### src/rtl/multicycle_control.sv
// Multi-cycle LEGv8 sequencer: FSM driving datapath strobes with memory-ready handshake and timeout.
// Optional build macro PERF_COUNTERS_EN adds cycle and retired-instruction counters.
module multicycle_control #(
  parameter int WAIT_LIMIT = 255
`ifdef PERF_COUNTERS_EN
  ,
  parameter int CNT_WIDTH  = 32
`endif
) (
  input  logic        i_clk,
  input  logic        i_reset,
  input  logic [10:0] i_opcode,
  input  logic        i_zero,
  input  logic        i_memReady,
  output logic [1:0]  o_signOp,
  output logic        o_reg2Loc,
  output logic        o_aluSrc,
  output logic [1:0]  o_aluOp,
  output logic        o_memRead,
  output logic        o_memWrite,
  output logic        o_memToReg,
  output logic        o_regWrite,
  output logic        o_irWrite,
  output logic        o_pcWrite,
  output logic        o_pcSrc,
  output logic        o_instrDone,
  output logic        o_illegal,
  output logic        o_memFault,
  output logic [3:0]  o_state
`ifdef PERF_COUNTERS_EN
  ,
  output logic [CNT_WIDTH-1:0] o_cycleCount,
  output logic [CNT_WIDTH-1:0] o_instrCount
`endif
);

  typedef enum logic [3:0] {
    S_FETCH  = 4'd0,
    S_DECODE = 4'd1,
    S_EXEC_R = 4'd2,
    S_WB_R   = 4'd3,
    S_ADDR   = 4'd4,
    S_MEM_RD = 4'd5,
    S_WB_MEM = 4'd6,
    S_MEM_WR = 4'd7,
    S_BR_U   = 4'd8,
    S_BR_C   = 4'd9
  } state_t;

  localparam logic [7:0]  WAIT_LIMIT_M1 = 8'(WAIT_LIMIT - 1);
  localparam logic [10:0] OP_STUR       = 11'b11111000000;

  state_t     r_state;
  logic [1:0] r_signOp;
  logic [7:0] r_waitCnt;

  state_t     w_next;
  state_t     w_decNext;
  logic [1:0] w_decSignOp;
  logic       w_legal;
  logic       w_isStur;
  logic       w_memWait;
  logic       w_limitHit;
  logic       w_fault;

  assign w_isStur   = (i_opcode == OP_STUR);
  assign w_memWait  = (r_state == S_FETCH) || (r_state == S_MEM_RD) || (r_state == S_MEM_WR);
  assign w_limitHit = !i_memReady && (r_waitCnt == WAIT_LIMIT_M1);

  assign o_state  = r_state;
  assign o_signOp = r_signOp;

  always_comb begin
    w_legal     = 1'b1;
    w_decNext   = S_FETCH;
    w_decSignOp = 2'b00;
    casez (i_opcode)
      11'b10001011000, 11'b11001011000,
      11'b10001010000, 11'b10101010000: begin
        w_decNext   = S_EXEC_R;
        w_decSignOp = 2'b00;
      end
      11'b11111000010, 11'b11111000000: begin
        w_decNext   = S_ADDR;
        w_decSignOp = 2'b01;
      end
      11'b000101?????: begin
        w_decNext   = S_BR_U;
        w_decSignOp = 2'b10;
      end
      11'b10110100???: begin
        w_decNext   = S_BR_C;
        w_decSignOp = 2'b11;
      end
      default: w_legal = 1'b0;
    endcase
  end

  // Strobes must react to MemReady/Zero within the same cycle, so they are decoded
  // from the registered state rather than registered themselves.
  always_comb begin
    w_next      = r_state;
    w_fault     = 1'b0;
    o_reg2Loc   = 1'b0;
    o_aluSrc    = 1'b0;
    o_aluOp     = 2'b00;
    o_memRead   = 1'b0;
    o_memWrite  = 1'b0;
    o_memToReg  = 1'b0;
    o_regWrite  = 1'b0;
    o_irWrite   = 1'b0;
    o_pcWrite   = 1'b0;
    o_pcSrc     = 1'b0;
    o_instrDone = 1'b0;
    o_illegal   = 1'b0;
    case (r_state)
      S_FETCH: begin
        o_memRead = 1'b1;
        if (i_memReady) begin
          o_irWrite = 1'b1;
          o_pcWrite = 1'b1;
          w_next    = S_DECODE;
        end else if (w_limitHit) begin
          w_fault = 1'b1;
          w_next  = S_FETCH;
        end
      end
      S_DECODE: begin
        if (w_legal) begin
          w_next = w_decNext;
        end else begin
          o_illegal   = 1'b1;
          o_instrDone = 1'b1;
          w_next      = S_FETCH;
        end
      end
      S_EXEC_R: begin
        o_aluOp = 2'b10;
        w_next  = S_WB_R;
      end
      S_WB_R: begin
        o_regWrite  = 1'b1;
        o_instrDone = 1'b1;
        w_next      = S_FETCH;
      end
      S_ADDR: begin
        o_aluSrc  = 1'b1;
        o_reg2Loc = w_isStur;
        w_next    = w_isStur ? S_MEM_WR : S_MEM_RD;
      end
      S_MEM_RD: begin
        o_aluSrc  = 1'b1;
        o_memRead = 1'b1;
        if (i_memReady) begin
          w_next = S_WB_MEM;
        end else if (w_limitHit) begin
          w_fault     = 1'b1;
          o_instrDone = 1'b1;
          w_next      = S_FETCH;
        end
      end
      S_WB_MEM: begin
        o_memToReg  = 1'b1;
        o_regWrite  = 1'b1;
        o_instrDone = 1'b1;
        w_next      = S_FETCH;
      end
      S_MEM_WR: begin
        o_aluSrc   = 1'b1;
        o_reg2Loc  = 1'b1;
        o_memWrite = 1'b1;
        if (i_memReady) begin
          o_instrDone = 1'b1;
          w_next      = S_FETCH;
        end else if (w_limitHit) begin
          w_fault     = 1'b1;
          o_instrDone = 1'b1;
          w_next      = S_FETCH;
        end
      end
      S_BR_U: begin
        o_pcWrite   = 1'b1;
        o_pcSrc     = 1'b1;
        o_instrDone = 1'b1;
        w_next      = S_FETCH;
      end
      S_BR_C: begin
        o_reg2Loc   = 1'b1;
        o_aluOp     = 2'b01;
        o_pcSrc     = 1'b1;
        o_pcWrite   = i_zero;
        o_instrDone = 1'b1;
        w_next      = S_FETCH;
      end
      default: w_next = S_FETCH;
    endcase
    o_memFault = w_fault;
    // A reset cycle abandons whatever is in flight without touching PC, registers or memory.
    if (i_reset) begin
      o_reg2Loc   = 1'b0;
      o_aluSrc    = 1'b0;
      o_aluOp     = 2'b00;
      o_memRead   = 1'b0;
      o_memWrite  = 1'b0;
      o_memToReg  = 1'b0;
      o_regWrite  = 1'b0;
      o_irWrite   = 1'b0;
      o_pcWrite   = 1'b0;
      o_pcSrc     = 1'b0;
      o_instrDone = 1'b0;
      o_illegal   = 1'b0;
      o_memFault  = 1'b0;
    end
  end

  always_ff @(posedge i_clk) begin
    if (i_reset) begin
      r_state   <= S_FETCH;
      r_signOp  <= 2'b00;
      r_waitCnt <= 8'd0;
    end else begin
      r_state <= w_next;
      if (r_state == S_DECODE && w_legal) begin
        r_signOp <= w_decSignOp;
      end
      // Any state change, including a fault back into FETCH, restarts the wait count.
      if (w_next != r_state || w_fault) begin
        r_waitCnt <= 8'd0;
      end else if (w_memWait && !i_memReady) begin
        r_waitCnt <= r_waitCnt + 8'd1;
      end
    end
  end

`ifdef PERF_COUNTERS_EN
  always_ff @(posedge i_clk) begin
    if (i_reset) begin
      o_cycleCount <= '0;
      o_instrCount <= '0;
    end else begin
      o_cycleCount <= o_cycleCount + 1'b1;
      if (o_instrDone && !o_illegal && !o_memFault) begin
        o_instrCount <= o_instrCount + 1'b1;
      end
    end
  end
`endif

endmodule

### config.mk
export PLATFORM = sky130hd
export DESIGN_NAME = multicycle_control
export DESIGN_NICKNAME = d
export VERILOG_FILES = /design/src/rtl/multicycle_control.sv
export SDC_FILE = /design/constraint.sdc
export NUM_CORES = 1
export LEC_CHECK = 0
export ABC_AREA = 1
export CORE_ASPECT_RATIO = 0.8
export CORE_UTILIZATION = 46
export CTS_CLUSTER_SIZE = 14
export DETAILED_ROUTE_END_ITERATION = 8
export GPL_TIMING_DRIVEN = 0
export PLACE_DENSITY = 0.79
export SLEW_MARGIN = 10
export SYNTH_ARGS = -nofsm -noshare
export SYNTH_HDL_FRONTEND = slang
export SYNTH_SLANG_ARGS = --single-unit
### constraint.sdc
create_clock -name i_clk -period 1.6 [get_ports i_clk]
set_clock_uncertainty 0.05 [all_clocks]
set_input_delay 0.32 -clock i_clk [delete_from_list [all_inputs] [get_ports i_clk]]
set_output_delay 0.32 -clock i_clk [all_outputs]
set_load 0.01 [all_outputs]
# ---- Yosys cells after proc, flatten, opt, wreduce, memory -nomap -nowiden
# Index checks and enable logic that the tools add are counted.
# W data, S select, Z words.
dict set report totals {
  regBits 14
  output_inout_bits 20
  elab_cells 83
}
dict set report op_classes {
  add_sub_neg 1
  eq_ne 19
  reduce_logical 19
  n_mux 41
}
# operator count
set op_table {}
lappend op_table {{$eq A11 B11 Y1 const B} 6}
lappend op_table {{$mux W1} 27}
lappend op_table {{$pmux W4 S6} 1}
lappend op_table {{$mux W4} 5}
lappend op_table {{$eq A4 B3 Y1 const B} 4}
lappend op_table {{$eq A8 B8 Y1 const B} 2}
lappend op_table {{$pmux W4 S4} 1}
lappend op_table {{$reduce_or A2 Y1} 6}
lappend op_table {{$add A8 B1 Y8 const B} 1}
lappend op_table {{$eq A4 B2 Y1 const B} 2}
lappend op_table {{$eq A4 B4 Y1 const B} 2}
lappend op_table {{$reduce_or A4 Y1} 2}
lappend op_table {{$reduce_or A8 Y1} 1}
lappend op_table {{$eq A6 B3 Y1 const B} 1}
lappend op_table {{$pmux W2 S3} 1}
lappend op_table {{$reduce_or A3 Y1} 2}
lappend op_table {{$eq A4 B1 Y1 const B} 1}
lappend op_table {{$logic_not A4 Y1} 1}
lappend op_table {{$mux W2} 2}
lappend op_table {{$ne A4 B4 Y1} 1}
lappend op_table {{$pmux W1 S4} 1}
lappend op_table {{$pmux W2 S2} 1}
lappend op_table {{$logic_and A1 B1 Y1} 3}
lappend op_table {{$logic_or A1 B1 Y1} 3}
lappend op_table {{3 further kinds} 3}

# ---- Longest topological paths before layout
# Gate-level depths: netlist (run 1).
dict set report depth {
  word_depth 8
  ltp_mapped 13
  ltp_nobuf 13
}

# ---- Worst setup path before layout (run 1)
# OpenSTA, ideal clock, no wires.
dict set report synth_path {
  path_kind {reg-to-output}
  from {register r_state[2], in the netlist o_state[2]}
  to {output o_instrDone}
  arrival_ns 1.219
  path_stages_with_launch 8
  n_path_buf 0
  path_slack_ns 0.011
  required_ns 1.230
  cell_sequence {dfxtp_1 nor2_2 inv_2 nor2_4 nand2_1 nor2_1 nor2_1 nand2_1}
}
dict set report synth_between {
  elab_chain_cells 4
  word_cells_on_any_way 10
  classes_between {eq/ne: 7; mux: 2; reduce/logical: 1}
}
# element line
set synth_lines {}
lappend synth_lines {{start: declaration} 53} ;# state_t r_state;
lappend synth_lines {{start signal: assignment} 222} ;# r_state <= w_next;
lappend synth_lines {{$eq A4 B4 Y1, or another cell as far along} 116} ;# case (r_state)
lappend synth_lines {{$reduce_or A4 Y1 (no source line)} --}
lappend synth_lines {{$pmux W1 S4 (*)} 116}
lappend synth_lines {{$mux W1 (*)} 199} ;# if (i_reset) begin
lappend synth_lines {{end: declaration} 26} ;# output logic o_instrDone,
# Every way passes the cells marked *; elsewhere a longest branch is shown, timed or not.

# ---- Worst setup path after layout (run 1)
dict set report layout_path {
  from {register r_state[3], in the netlist o_state[3]}
  to {output o_instrDone}
}
# Same word-level chain as after synthesis.

==> results of run 1 <==
report_power, final:
part | switching (mW) | total (mW) | internal (mW) | leakage [nW]
logic | 0.250 | 0.449 | 0.200 | 0.812
registers | 0.0254 | 0.383 | 0.358 | 0.117
clock network | 0.115 | 0.254 | 0.138 | 0.0210
total | 0.390 | 1.09 | 0.696 | 0.951
repair_timing:
action	CTS	global route
setup buffers	16	11
endpoints found under the setup margin	26	24
pin swaps	22	12
gates resized for setup	124	32
endpoints found under the hold margin	0	0
critical path, delay by kind of cell, from the launching register on:
family | cells | cell delay [ps]
AND/OR/NAND/NOR | 3 | 300
flip-flops | 1 | 390
AO/OA/AOI/OAI | 2 | 320
buffers and inverters | 3 | 350
layout make-up:
type	count	area share, %
multi-input cells	147	47.3
repair buffers	60	24.4
flip-flops and latches	14	16.2
inverters	37	7.95
clock buffers	4	1.95
well taps	25	1.68
plain buffers	2	0.539
cells in the mapped netlist, drive strengths merged:
cell     n
nand2   50
nor2    45
inv     36
nand3   16
dfxtp   14
a21oi   10
xor2     6
nand4    5
o21ai    5
nor3     4
a31oi    2
clkbuf   2
ha       2
and2     1
clkinv   1
xnor2    1
registers in the layout, summed over array words and instances, names as in the netlist:
signal	count
r_waitCnt	8
o_state	4
o_signOp	2
metal layers:
metal / GRT usage, % / up-vias / share of wire [%]
met5: 0 / - / 0
met4: 6.83 / 0 / 2.6
met2: 47.8 / 89 / 46
li1: - / 749 / -
met1: 36.7 / 692 / 42
met3: 5.90 / 13 / 9.1
metrics by stage:
step           setup slack, ps  std cells  util, %  total power [mW]
6_report                  -418        289     83.2              1.09
5_1_grt                   -502        289     83.2              1.14
2_1_floorplan             11.5        200        -             0.559
3_3_place_gp              -876        258     66.6             0.673
3_5_place_dp              -886        258     66.6             0.678
4_1_cts                   -240        278     76.8             0.987
cells by family (layout without fill, tap and decap cells):
logic type / after synthesis / in the layout / synth area share (%)
xor+xnor: 7 / 7 / 5.45
flops: 14 / 14 / 24.9
simple gates: 121 / 121 / 46.6
fa+ha+maj: 2 / 2 / 2.22
buf+inv: 39 / 103 / 13.0
compound gates: 17 / 17 / 7.79
worst paths after layout:
check / start / endpoint / slack, ps
min: i_reset / o_state[1] / 330
max reg2reg: o_state[2] / r_waitCnt[0] / -210
max: o_state[3] / o_instrDone / -420
min reg2reg: o_signOp[0] / o_signOp[0] / 430
==> impl_metrics.csv, run 1 <==
group,metric,value,unit
outcome,outcome,"complete, but fails checks",
outcome,violations,"design-rule violations, negative setup slack",
final_layout,drive_gt1_share,41.3,%
worst_setup_path,critPathMaxFanout,5,
final_layout,stdcell_area,1860,µm²
final_layout,fin_nets,282,
final_layout,multi_input_area,878,µm²
timing,fin_crit,2020,ps
global_routing,antenna_found_initial,0,
final_layout,antenna_cells,0,
timing,setup_tns,-4290,ps
timing,setup_slack,-418,ps
floorplan,fp-row-count,15,
synthesis,synthCells,200,
synthesis,ys_warn_count,0,
job,cap_violations,0,
global_routing,grt_pass1_wl,5.62,mm
detailed_routing,drtIter0Drc,91,
detailed_routing,dr.pass1.iters,6,
timing,rsz0062_at_grt,"true",
global_routing,grt_overflow_total,0,
synthesis,synth_area,1120,µm²
clocking,cts_buffers,3,
worst_setup_path,worstPathCellList,"inv_1 -> nand3_1 -> inv_1 -> o21ai_0 -> o21ai_1 -> nand2_1 -> nand2_1 -> buf_2",
pwr,power.static_leakage,0.951,nW
floorplan,die_y,46.2,µm
worst_setup_path,required,1230,ps
clocking,ctsHoldBuffers,0,
place,numPortBuffers,33,
pwr,p_per_area,585,nW/µm²
synthesis,synth_top_area_cell,"dfxtp_1",
final_layout,layout_commonest_cell,"nand2_1",
global_routing,grt_usage,28.0,%
worst_setup_path,critPathSlowestCell,"dfxtp_4",
detailed_routing,drc,2,
detailed_routing,avgRoutedWirePerCell,13.7,µm
clocking,clock-sinks,14,
clocking,cts_htree_levels,1,
min_path,worstHoldPathCells,2,
timing,max_freq,496,MHz
pwr,ir_worst_vdd,0.000469,V
detailed_routing,wirelength,3.96,mm
final_layout,fillers,137,
clocking,cts_tree,"done",
place,placed_cell_area,1490,µm²
min_path,hp-class,"primary input to flop",
global_routing,grt_pass1_vias,1286,
synthesis,synthTopCellsByArea,"dfxtp_1 (25%), nand2_1 (15%), nor2_1 (14%)",
timing,fin_crit_sh,126,%
synthesis,yosysSeqAreaShare,24.9,%
timing,finalMaxSlewViolations,0,
clocking,clockBufferDepth,2,
synthesis,synthDistinctLibCells,21,
final_layout,final_cell_mix,"nand2_1 (37), inv_1 (27), nor2_1 (25)",
worst_setup_path,arrival,1650,ps
timing,hold_viol_final,0,
final_layout,area_delta_synth_final,65.2,%
clocking,clk_latency,280,ps
clocking,cts_root_buffer,"clkbuf_4",
floorplan,chipWidth,57.3,µm
place,place_hpwl,2.31,mm
worst_setup_path,startpoint_type,"flop",
global_routing,grt_max_degree,11,
worst_setup_path,slowest_delay,390,ps
floorplan,dieArea,2650,µm²
final_layout,regArea,300,µm²
clocking,path_clk_slew,80,ps
synthesis,synth_top_cell_area_share,24.9,%
timing,final-setup-viol-count,22,
floorplan,core-area,2230,µm²
timing,worst_pin_slew,259,ps
worst_setup_path,worstSetupPathType,"flop to output port",
place,place.gp.congestion,0.904,
detailed_routing,ant_nets,0,
worst_setup_path,worstSetupEndpointType,"output port",
timing,hold_slack,334,ps
synthesis,synth_fp_nets,217,
synthesis,ys_ff_latch,14,
worst_setup_path,reg2reg_depth,15,
timing,slew_headroom,82.7,%
synthesis,syn_avg_cell_area,5.62,µm²
detailed_routing,num_vias,1543,
floorplan,initial_core_util,50.4,%
detailed_routing,via_per_inst,5.34,
floorplan,ios,35,
Power figures use the tool's default switching activity.
==> run 2: changes to the inputs <==
ABC_AREA = 0   (was 1)
CORE_UTILIZATION = 45   (was 46)
==> run 2 against run 1 <==
Against the previous run:
- the run ends with negative setup slack left
- critical path type unchanged
- die area fell by 6.1%
- synthesized cell count fell by 34%
- sequential cell count unchanged
- wire length grew 32%
- total power decreased by 27%
- via count shrank 1.8%
- worst setup slack worse by 120 ps
- first-iteration DRC count up 29%
- sequential power decreased by 8.1%
- sequential share of layout area down 0.74 points
- critical path depth fell by 4
- hold slack better by 110 ps
==> impl_metrics.csv, run 2 <==
group,metric,value,unit
synthesis,synth_area,1030,µm²
place,place_hpwl,2.18,mm
floorplan,ios,35,
synthesis,synth_top_family_by_area,"simple AND/OR/NAND/NOR gates",
timing,setup_slack,-536,ps
synthesis,yosys.area_share.simple,36.8,%
final_layout,final_cell_mix,"buf_4 (23), buf_2 (19), buf_6 (12), nor2_1 (12)",
floorplan,fp-row-count,15,
clocking,cts_root_buffer,"clkbuf_4",
final_layout,area_delta_synth_final,89.7,%
synthesis,synth_top_cell_area_share,27.2,%
pwr,pwr-share-comb,29.0,%
global_routing,grt_usage,33.5,%
place,numPortBuffers,33,
clocking,clock-sinks,14,
synthesis,synth.most_common_cell,"nor2_1",
detailed_routing,ant_nets,0,
clocking,path_clk_slew,90,ps
pwr,p_sw,0.244,mW
detailed_routing,wirelength,5.22,mm
clocking,clockBufferDepth,2,
worst_setup_path,r2r-start,"o_state[1]",
detailed_routing,num_vias,1515,
pwr,p_int,0.544,mW
place,placed_cell_area,1420,µm²
synthesis,ys_ff_latch,14,
final_layout,stdcell_area,1960,µm²
detailed_routing,drc,0,
global_routing,antenna_found_initial,0,
min_path,hold_start,"o_signOp[1]",
synthesis,synthCells,133,
worst_setup_path,critPathMaxFanout,4,
timing,worst_pin_slew,536,ps
global_routing,grt_overflow_total,0,
detailed_routing,avgRoutedWirePerCell,23.0,µm
timing,final-setup-viol-count,24,
synthesis,synthDistinctLibCells,42,
pwr,pwr-share-clk,26.3,%
min_path,hp-class,"flop to flop",
floorplan,initial_core_util,47.8,%
outcome,violations,"negative setup slack",
global_routing,use_met2,54.5,%
final_layout,antenna_cells,0,
worst_setup_path,arrival,1770,ps
worst_setup_path,worstSetupEndpointType,"output port",
worst_setup_path,required,1230,ps
synthesis,ys_warn_count,0,
global_routing,grt_pass1_vias,1318,
worst_setup_path,regToRegSetupSlack,-480,ps
pwr,share_seq_of_total_power,44.7,%
synthesis,syn_avg_cell_area,7.75,µm²
synthesis,synth-async-reset-ratio,0,%
synthesis,synthXorXnorAreaFrac,5.95,%
clocking,cts_buffers,3,
clocking,ctsHoldBuffers,0,
pwr,power.static_leakage,0.833,nW
final_layout,layout_commonest_cell,"buf_4",
min_path,worstHoldPathCells,2,
worst_setup_path,startpoint_type,"flop",
floorplan,dieArea,2490,µm²
floorplan,die_y,44.8,µm
global_routing,gr-max-usage-layer,"met2",
floorplan,core-area,2160,µm²
final_layout,fin_util,90.6,%
timing,max_freq,468,MHz
floorplan,chipWidth,55.5,µm
final_layout,fin_nets,221,
timing,finalMaxSlewViolations,0,
pwr,ir_worst_vdd,0.000690,V
worst_setup_path,worstSetupPathType,"flop to output port",
global_routing,grt_max_degree,11,
clocking,clk_latency,290,ps
global_routing,grtUsageMet1,41.2,%
synthesis,synth_fp_nets,150,
synthesis,synth_compound_area_share,21.4,%
pwr,swShare,31.0,%
place,placed_cells,191,
detailed_routing,drtIter0Drc,117,
pwr,p_per_area,403,nW/µm²
final_layout,top_register,"r_waitCnt",
clocking,cts_htree_levels,1,
clocking,cts_tree,"done",
worst_setup_path,timing.rr.end,"r_waitCnt[2]",
synthesis,synthTopCellsByArea,"dfxtp_1 (27%), nor2_1 (5.5%), xor2_1 (4.2%)",
min_path,min_to,"o_signOp[1]",
timing,rsz0062_at_grt,"true",
synthesis,synth.area.mux_share,1.94,%
synthesis,synthAdderAreaFrac,2.43,%
worst_setup_path,reg2reg_depth,9,
synthesis,yosys-top-cells-count,"nor2_1 (15), dfxtp_1 (14), nand2_1 (9)",
detailed_routing,via_per_inst,6.67,
final_layout,largest_register_ff_count,8,
job,cap_violations,0,
timing,hold_viol_final,0,
synthesis,yosysSeqAreaShare,27.2,%
place,place.gp.congestion,0.918,
global_routing,grt_pass1_wl,6.38,mm
detailed_routing,dr.pass1.iters,4,
final_layout,drive_gt1_share,56.9,%
final_layout,fin_cells,227,
timing,fin_crit_sh,134,%
timing,fin_crit,2140,ps
synthesis,synth_top_area_cell,"dfxtp_1",
synthesis,synth_flop_cell,"dfxtp_1",
synthesis,synth-edff-count,0,
outcome,outcome,"complete, but fails checks",
global_routing,grtUsageMet3,10.6,%
timing,slew_headroom,64.3,%
==> run 2: metal layers <==
layer	vias to the layer above	wire (µm)	share of wire, %
met5	-	0	0
met4	0	333	6.4
met3	45	482	9.2
met2	119	2400	46
met1	716	2000	38
li1	635	-	-
==> run 2: cell families after synthesis <==
family,after synthesis
adder cells (fa/ha/maj),2
buffers and inverters,11
AND/OR/NAND/NOR,66
AO/OA/AOI/OAI,31
XOR/XNOR,7
multiplexers,2
flip-flops,14
==> run 2: worst max-delay path: stages (launching register included) <==
cell	delay, ps
dfxtp_4	370
or3_4	400
a211o_1	330
nor4_4	180
buf_2	200
==> run 2: what timing repair did <==
action,in CTS,in global routing
setup endpoints to repair,27,24
pin swaps,24,13
gates cloned,1,1
buffers inserted,20,13
resized for setup,147,28
==> run 2: worst max path at each step <==
stage | startpoint | to | cells past startpoint
after floorplan | o_state[0] | r_waitCnt[5] | 5
after global placement | i_opcode[8] | o_reg2Loc | 7
after detailed placement | i_opcode[8] | o_reg2Loc | 7
after CTS | o_state[1] | o_memFault | 4
after global routing | o_state[1] | o_memFault | 4
final | o_state[1] | o_memFault | 4
==> run 2: per-stage QoR <==
step / setup TNS, ps / worst slack (ps) / hold WS [ps] / total power [mW]
after detailed placement: -14930 / -1210 / 422 / 0.509
after floorplan: -1190 / -203 / 422 / 0.438
after global routing: -9330 / -542 / 457 / 0.802
after global placement: -13860 / -1190 / 412 / 0.505
after CTS: -4570 / -376 / 439 / 0.735
final: -8350 / -536 / 441 / 0.788
==> run 2: final cells by class <==
cell class | instances | area [µm²]
fill | 82 | 203
sequential | 14 | 302
multi-input combinational | 108 | 961
inverter | 5 | 22.5
clock buffer | 3 | 22.5
tap | 25 | 31.3
timing repair buffer | 67 | 557
buffer | 5 | 60.1
==> run 2: power groups by stage <==
stage | Clock (mW) | Sequential, mW | Combinational (mW)
2_1_floorplan | 0 | 0.366 | 0.0728
3_3_place_gp | 0 | 0.365 | 0.140
3_5_place_dp | 0 | 0.366 | 0.143
4_1_cts | 0.195 | 0.356 | 0.184
5_1_grt | 0.212 | 0.353 | 0.237
6_report | 0.207 | 0.352 | 0.228
